==> src/rtl/synth_pkg.sv <==
// rtl/synth_pkg.sv - shared sizes and state encodings for the voice allocator
package synth_pkg;

    localparam int NUM_VOICES = 4;
    localparam int KEY_W      = 5;
    localparam int AGE_W      = 3;

    typedef enum logic [1:0] {
        V_FREE      = 2'd0,
        V_HELD      = 2'd1,
        V_RELEASING = 2'd2
    } voice_state_e;

    typedef enum logic [1:0] {
        S_IDLE       = 2'd0,
        S_STEAL_KILL = 2'd1,
        S_STEAL_GATE = 2'd2
    } ctrl_state_e;

endpackage

==> src/rtl/voice_select.sv <==
// rtl/voice_select.sv - combinational first-free, oldest-victim and key-match search
module voice_select #(
    parameter int NUM_VOICES = synth_pkg::NUM_VOICES,
    parameter int KEY_W      = synth_pkg::KEY_W,
    parameter int AGE_W      = synth_pkg::AGE_W,
    localparam int IDX_W     = (NUM_VOICES > 1) ? $clog2(NUM_VOICES) : 1
) (
    input  logic [NUM_VOICES-1:0]       free_mask,
    input  logic [NUM_VOICES-1:0]       held_mask,
    input  logic [NUM_VOICES-1:0]       rel_mask,
    input  logic [NUM_VOICES*AGE_W-1:0] ages,
    input  logic [NUM_VOICES*KEY_W-1:0] keys,
    input  logic [KEY_W-1:0]            key_code,
    output logic                        free_hit,
    output logic [IDX_W-1:0]            free_idx,
    output logic [IDX_W-1:0]            victim_idx,
    output logic                        match_hit,
    output logic [IDX_W-1:0]            match_idx,
    output logic                        held_hit,
    output logic [IDX_W-1:0]            held_idx
);

    logic             rel_found;
    logic [IDX_W-1:0] rel_idx;
    logic [AGE_W-1:0] rel_age;
    logic             hld_found;
    logic [IDX_W-1:0] hld_idx;
    logic [AGE_W-1:0] hld_age;

    always_comb begin
        free_hit  = 1'b0;
        free_idx  = '0;
        match_hit = 1'b0;
        match_idx = '0;
        held_hit  = 1'b0;
        held_idx  = '0;
        rel_found = 1'b0;
        rel_idx   = '0;
        rel_age   = '0;
        hld_found = 1'b0;
        hld_idx   = '0;
        hld_age   = '0;
        // Ascending scan with strict '>' so age ties resolve to the lowest index
        for (int i = 0; i < NUM_VOICES; i++) begin
            if (free_mask[i] && !free_hit) begin
                free_hit = 1'b1;
                free_idx = IDX_W'(i);
            end
            if ((held_mask[i] || rel_mask[i]) && keys[i*KEY_W +: KEY_W] == key_code && !match_hit) begin
                match_hit = 1'b1;
                match_idx = IDX_W'(i);
            end
            if (held_mask[i] && keys[i*KEY_W +: KEY_W] == key_code && !held_hit) begin
                held_hit = 1'b1;
                held_idx = IDX_W'(i);
            end
            if (rel_mask[i] && (!rel_found || ages[i*AGE_W +: AGE_W] > rel_age)) begin
                rel_found = 1'b1;
                rel_idx   = IDX_W'(i);
                rel_age   = ages[i*AGE_W +: AGE_W];
            end
            if (held_mask[i] && (!hld_found || ages[i*AGE_W +: AGE_W] > hld_age)) begin
                hld_found = 1'b1;
                hld_idx   = IDX_W'(i);
                hld_age   = ages[i*AGE_W +: AGE_W];
            end
        end
        victim_idx = rel_found ? rel_idx : hld_idx;
    end

endmodule

==> src/rtl/voice_allocator.sv <==
// rtl/voice_allocator.sv - assigns key events to ADSR voice slots with oldest-voice stealing
module voice_allocator #(
    parameter int NUM_VOICES = synth_pkg::NUM_VOICES,
    parameter int KEY_W      = synth_pkg::KEY_W,
    parameter int AGE_W      = synth_pkg::AGE_W
) (
    input  logic                                  clk,
    input  logic                                  rst,
    input  logic                                  key_valid,
    input  logic                                  key_down,
    input  logic [KEY_W-1:0]                      key_code,
    output logic                                  key_ready,
    input  logic [NUM_VOICES-1:0]                 voice_release_done,
    output logic [NUM_VOICES-1:0]                 voice_gate,
    output logic [NUM_VOICES-1:0]                 voice_restart,
    output logic [NUM_VOICES*KEY_W-1:0]           voice_key,
    output logic                                  steal_event,
    output logic [$clog2(NUM_VOICES+1)-1:0]       active_count
);

    import synth_pkg::*;

    localparam int IDX_W = (NUM_VOICES > 1) ? $clog2(NUM_VOICES) : 1;
    localparam int CNT_W = $clog2(NUM_VOICES+1);
    localparam logic [AGE_W-1:0] AGE_MAX = {AGE_W{1'b1}};

    voice_state_e            vstate   [NUM_VOICES];
    logic [KEY_W-1:0]        vkey     [NUM_VOICES];
    logic [AGE_W-1:0]        vage     [NUM_VOICES];
    ctrl_state_e             state;
    logic [IDX_W-1:0]        victim;
    logic [KEY_W-1:0]        pend_key;

    voice_state_e            st_n     [NUM_VOICES];
    logic [KEY_W-1:0]        key_n    [NUM_VOICES];
    logic [AGE_W-1:0]        age_n    [NUM_VOICES];
    ctrl_state_e             state_n;
    logic [IDX_W-1:0]        victim_n;
    logic [KEY_W-1:0]        pend_key_n;
    logic [NUM_VOICES-1:0]   gate_n;
    logic [NUM_VOICES-1:0]   restart_n;
    logic                    steal_n;
    logic [CNT_W-1:0]        count_n;

    logic [NUM_VOICES-1:0]       freeing;
    logic [NUM_VOICES-1:0]       free_mask;
    logic [NUM_VOICES-1:0]       held_mask;
    logic [NUM_VOICES-1:0]       rel_mask;
    logic [NUM_VOICES*AGE_W-1:0] ages_flat;
    logic [NUM_VOICES*KEY_W-1:0] keys_flat;

    logic             free_hit;
    logic [IDX_W-1:0] free_idx;
    logic [IDX_W-1:0] victim_idx;
    logic             match_hit;
    logic [IDX_W-1:0] match_idx;
    logic             held_hit;
    logic [IDX_W-1:0] held_idx;

    logic             alloc;
    logic             steal_start;
    logic [IDX_W-1:0] tgt;

    assign key_ready = (state == S_IDLE);
    assign voice_key = keys_flat;

    // A finishing envelope frees its voice in time for this cycle's allocation,
    // except the voice currently being stolen.
    always_comb begin
        freeing   = '0;
        free_mask = '0;
        held_mask = '0;
        rel_mask  = '0;
        ages_flat = '0;
        keys_flat = '0;
        for (int i = 0; i < NUM_VOICES; i++) begin
            freeing[i]   = (vstate[i] == V_RELEASING) && voice_release_done[i] &&
                           !((state != S_IDLE) && (victim == IDX_W'(i)));
            free_mask[i] = (vstate[i] == V_FREE) || freeing[i];
            held_mask[i] = (vstate[i] == V_HELD);
            rel_mask[i]  = (vstate[i] == V_RELEASING) && !freeing[i];
            ages_flat[i*AGE_W +: AGE_W] = vage[i];
            keys_flat[i*KEY_W +: KEY_W] = vkey[i];
        end
    end

    voice_select #(
        .NUM_VOICES (NUM_VOICES),
        .KEY_W      (KEY_W),
        .AGE_W      (AGE_W)
    ) u_select (
        .free_mask  (free_mask),
        .held_mask  (held_mask),
        .rel_mask   (rel_mask),
        .ages       (ages_flat),
        .keys       (keys_flat),
        .key_code   (key_code),
        .free_hit   (free_hit),
        .free_idx   (free_idx),
        .victim_idx (victim_idx),
        .match_hit  (match_hit),
        .match_idx  (match_idx),
        .held_hit   (held_hit),
        .held_idx   (held_idx)
    );

    always_comb begin
        st_n       = vstate;
        key_n      = vkey;
        age_n      = vage;
        state_n    = state;
        victim_n   = victim;
        pend_key_n = pend_key;
        gate_n     = voice_gate;
        restart_n  = '0;
        steal_n    = 1'b0;
        alloc      = 1'b0;
        steal_start = 1'b0;
        tgt        = free_idx;

        for (int i = 0; i < NUM_VOICES; i++) begin
            if (freeing[i]) begin
                st_n[i]  = V_FREE;
                age_n[i] = '0;
            end
        end

        if (state == S_IDLE && key_valid && key_down) begin
            alloc = 1'b1;
            if (match_hit) begin
                tgt         = match_idx;
                steal_start = 1'b1;
            end else if (free_hit) begin
                tgt = free_idx;
            end else begin
                tgt         = victim_idx;
                steal_start = 1'b1;
            end
        end

        if (alloc) begin
            for (int i = 0; i < NUM_VOICES; i++) begin
                if (IDX_W'(i) != tgt && st_n[i] != V_FREE && age_n[i] != AGE_MAX)
                    age_n[i] = age_n[i] + 1'b1;
            end
        end

        case (state)
            S_IDLE: begin
                if (alloc && steal_start) begin
                    state_n        = S_STEAL_KILL;
                    victim_n       = tgt;
                    pend_key_n     = key_code;
                    gate_n[tgt]    = 1'b0;
                    restart_n[tgt] = 1'b1;
                    steal_n        = 1'b1;
                end else if (alloc) begin
                    st_n[tgt]   = V_HELD;
                    key_n[tgt]  = key_code;
                    age_n[tgt]  = '0;
                    gate_n[tgt] = 1'b1;
                end else if (key_valid && !key_down && held_hit) begin
                    st_n[held_idx]   = V_RELEASING;
                    gate_n[held_idx] = 1'b0;
                end
            end
            S_STEAL_KILL: begin
                state_n       = S_STEAL_GATE;
                st_n[victim]  = V_HELD;
                key_n[victim] = pend_key;
                age_n[victim] = '0;
            end
            S_STEAL_GATE: begin
                state_n        = S_IDLE;
                gate_n[victim] = 1'b1;
            end
            default: state_n = S_IDLE;
        endcase

        count_n = '0;
        for (int i = 0; i < NUM_VOICES; i++)
            count_n = count_n + CNT_W'(st_n[i] != V_FREE);
    end

    always_ff @(posedge clk or posedge rst) begin
        if (rst) begin
            for (int i = 0; i < NUM_VOICES; i++) begin
                vstate[i] <= V_FREE;
                vkey[i]   <= '0;
                vage[i]   <= '0;
            end
            state         <= S_IDLE;
            victim        <= '0;
            pend_key      <= '0;
            voice_gate    <= '0;
            voice_restart <= '0;
            steal_event   <= 1'b0;
            active_count  <= '0;
        end else begin
            vstate        <= st_n;
            vkey          <= key_n;
            vage          <= age_n;
            state         <= state_n;
            victim        <= victim_n;
            pend_key      <= pend_key_n;
            voice_gate    <= gate_n;
            voice_restart <= restart_n;
            steal_event   <= steal_n;
            active_count  <= count_n;
        end
    end

endmodule
==> config.mk <==
export PLATFORM = sky130hd
export DESIGN_NAME = voice_allocator
export DESIGN_NICKNAME = d
export VERILOG_FILES = /design/src/rtl/synth_pkg.sv /design/src/rtl/voice_select.sv /design/src/rtl/voice_allocator.sv
export SDC_FILE = /design/constraint.sdc
export NUM_CORES = 1
export LEC_CHECK = 0
export CORE_MARGIN = 2
export CORE_UTILIZATION = 25
export DETAILED_ROUTE_END_ITERATION = 12
export PLACE_DENSITY_LB_ADDON = 0.05
export SKIP_LAST_GASP = 1
export SYNTH_ARGS = -nofsm -noshare
export SYNTH_HDL_FRONTEND = slang
export SYNTH_SLANG_ARGS = --single-unit
==> constraint.sdc <==
create_clock -name clk -period 8.9 [get_ports clk]
set_input_delay 0.89 -clock clk [delete_from_list [all_inputs] [get_ports clk]]
set_output_delay 0.89 -clock clk [all_outputs]
set_load 0.005 [all_outputs]
==> results.yml <==
sta:
  finalSetupTns_ns: 0
  min_period_ns: 7.86
  fin_crit_sh_pct: 88.3
  skew_ns: 0.00681
  fmax_ghz: 0.127
  relSlewSlack_pct: 38.8
  rsz0062_at_grt: "false"
  worst_slack_ns: 1.04
  worst_slew_pin_slew_ns: 0.911
  setup_violations: 0
  maxSlewViolCount: 0
  hold_viol: 0
critical_path:
  crit_family: "compound AO/OA/AOI/OAI gates"
  slowest_delay_ns: 0.55
  crit_top_cell: "ha_1"
  cp_max_fo: 10
  crit_arrival_ns: 8.08
  worst_ep_required_time_ns: 9.12
  end_kind: "flop"
  critPathKind: "in2reg"
  cp-start-kind: "primary input"
  cp_num_buf_inv: 2
  crit_slowest_cell: "clkdlybuf4s50_1"
die:
  fp.dieArea_um2: 19100
  start_util_pct: 25.3
  core.rowCount: 49
  core_area_um2: 17800
  die_x_um: 138
  dieHeight_um: 138
  io_pins: 46
cts:
  hold_buffers: 0
  post_cts_buffers: 0
  clk_pin_slew_ns: 0.05
  ctsLongestPathBuffers: 2
  cts_resized: 0
  cts_buffers: 9
  clock-sinks: 61
  root_buffer: "clkbuf_16"
  cts_tree: "built"
  clk_latency_ns: 0.34
  htreeDepth: 3
synthesis:
  synthCells: 502
  synth_top_area_share_pct: 34.0
  ys_warn_count: 0
  yosys.area.top_type: "dfrtp_1"
  synth_edf_count: 0
  syn_area_per_cell_um2: 8.95
  synth_nets: 544
  synth.distinct_cells: 71
  synthTopCellsByArea: "dfrtp_1 (34%), ha_1 (7.8%), nand2_1 (5.1%)"
  synth_flop_cell: "dfrtp_1"
  async_flop_share_pct: 100
  yosysSeqAreaShare_pct: 34.0
  syn-cell-area_um2: 4490
  ys_ff_latch: 61
placement:
  place_congestion: 0.822
  pre_cts_ws_ns: 0.753
  dpl.hpwl_um: 12100
  placedCellCount: 764
  portBuffers: 45
global_routing:
  overflow: 0
  track_usage_pct: 16.6
  grt_pass1_wl_um: 24300
  antenna_found_initial: 0
  grt_pass1_vias: 4121
  grt_start_max_net_pins: 62
pwr:
  ir_drop_mv: 0.229
  p_int_mw: 1.23
  cellLeakagePower_nw: 2.35
  switching_power_mw: 1.11
  power.total_mw: 2.34
  power_frac_clock_pct: 13.8
  combPwrFrac_pct: 62.8
  p_per_area_nw_per_um2: 431
  switching_share_pct: 47.4
  seqPwrFrac_pct: 23.4
flow_run:
  cap_violations: 0
routing:
  met1_length_um: 6910
  remaining_drc_errors: 0
  wl_per_cell_um: 19.6
  met2WireLength_um: 7650
  num_vias: 3864
  wl_met3_um: 486
  vias_per_cell: 4.96
  postRouteAntennaNets: 0
  first_pass_iters: 4
  wl_um: 15300
  drt_iter0_markers: 250
  highest_layer: "met4"
finish:
  nets: 588
  diodes: 0
  fin_util_pct: 30.6
  most-common-layout-cells: "nand2_1 (61), dfrtp_1 (61), clkdlybuf4s50_1 (45)"
  syn_to_final_growth_pct: 21.2
  drive_above_1_share_pct: 9.27
  fin_cells: 779
run_status:
  outcome: "complete, no violations"
min_path:
  worstHoldPathType: "reg2reg"
[registers in the layout, summed over array words and instances, names as in the netlist]
register	flops
voice_gate	4
active_count	3
voice_key	20
voice_restart	4
pend_key	5
victim	2
steal_event	1
ages_flat	12
state	2
vstate	8
[power groups by stage]
stage	sequential, mW	combinational (mW)	clock (mW)
floorplan	0.505	1.02	0
global placement	0.556	1.47	0
detailed placement	0.555	1.48	0
CTS	0.551	1.49	0.333
global route	0.571	1.66	0.348
finish	0.549	1.47	0.324
[stage by stage]
step           area, um^2  hold WS [ns]
4_1_cts              5450         0.528
3_5_place_dp         5180         0.512
3_3_place_gp         5180         0.526
2_1_floorplan        4490         0.514
6_report             5450         0.529
5_1_grt              5450         0.559
[logic make-up (layout without fill, tap and decap cells)]
| family | after synthesis | count (layout) | synth area share, % |
|---|---|---|---|
| buffers and inverters | 55 | 103 | 5.13 |
| and+or+nand+nor | 181 | 181 | 19.9 |
| DFF | 61 | 61 | 34.0 |
| muxes | 15 | 15 | 3.54 |
| adders and majority gates | 29 | 29 | 8.25 |
| xor gates and xnor gates | 24 | 24 | 4.68 |
| AOI/OAI and AO/OA | 137 | 137 | 24.6 |
[worst register-to-register path: cells and delay by family, from the launching register on]
kind | cells | cell delay, ns
compound gates | 13 | 2.89
fa+ha+maj | 6 | 1.66
buf+inv | 1 | 0.04
flops | 1 | 0.44
mux | 1 | 0.38
simple gates | 10 | 2.07
[synthesized netlist by cell type (all sizes together) (2+ instances only)]
| master | instances |
|---|---|
| dfrtp | 61 |
| nand2 | 61 |
| inv | 39 |
| nor2 | 38 |
| ha | 28 |
| o21ai | 25 |
| nor2b | 22 |
| a21oi | 21 |
| o221ai | 17 |
| xnor2 | 17 |
| nand2b | 12 |
| nor3 | 12 |
| a21o | 9 |
| clkbuf | 9 |
| nand3 | 9 |
| and2 | 8 |
| mux2i | 8 |
| a31oi | 7 |
| buf | 7 |
| mux2 | 7 |
| or2 | 7 |
| xor2 | 7 |
| a311oi | 6 |
| o21a | 6 |
| a21boi | 5 |
| a22o | 5 |
| a2111oi | 4 |
| and3 | 4 |
| o211ai | 4 |
| o22ai | 4 |
| a211o | 3 |
| a211oi | 3 |
| a32oi | 3 |
| a22oi | 2 |
| nor3b | 2 |
| o21bai | 2 |
| or4 | 2 |
[final timing paths]
path / startpoint / to / slack [ns] / depth (start not counted)
setup / recovery: voice_release_done[0] / active_count[1]$_DFF_PP0_ / 1.04 / 32
hold / removal: voice_key[14]$_DFFE_PP0P_ / voice_key[14]$_DFFE_PP0P_ / 0.53 / 1
setup reg to reg: vstate[7]$_DFF_PP0_ / active_count[1]$_DFF_PP0_ / 1.29 / 31
hold reg to reg: voice_key[14]$_DFFE_PP0P_ / voice_key[14]$_DFFE_PP0P_ / 0.53 / 1
max in group asynchronous: rst / vstate[2]$_DFF_PP0_ / 7.22 / 3
min in group asynchronous: rst / voice_key[8]$_DFFE_PP0P_ / 1.12 / 3
[cell type report]
type / count / area, um^2
clock inverter: 4 / 25.0
multi-input combinational: 386 / 2740
fill: 1914 / 12300
clock buffer: 11 / 243
inverter: 39 / 149
timing repair buffer: 49 / 480
tap: 229 / 287
sequential: 61 / 1530
[metal layers]
layer | GRT usage, % | vias to the layer above
met5 | 0 | -
met4 | 4.35 | 0
met3 | 3.08 | 14
met2 | 28.6 | 66
met1 | 21.3 | 1890
li1 | - | 1894
(Power assumes the default switching activity.)
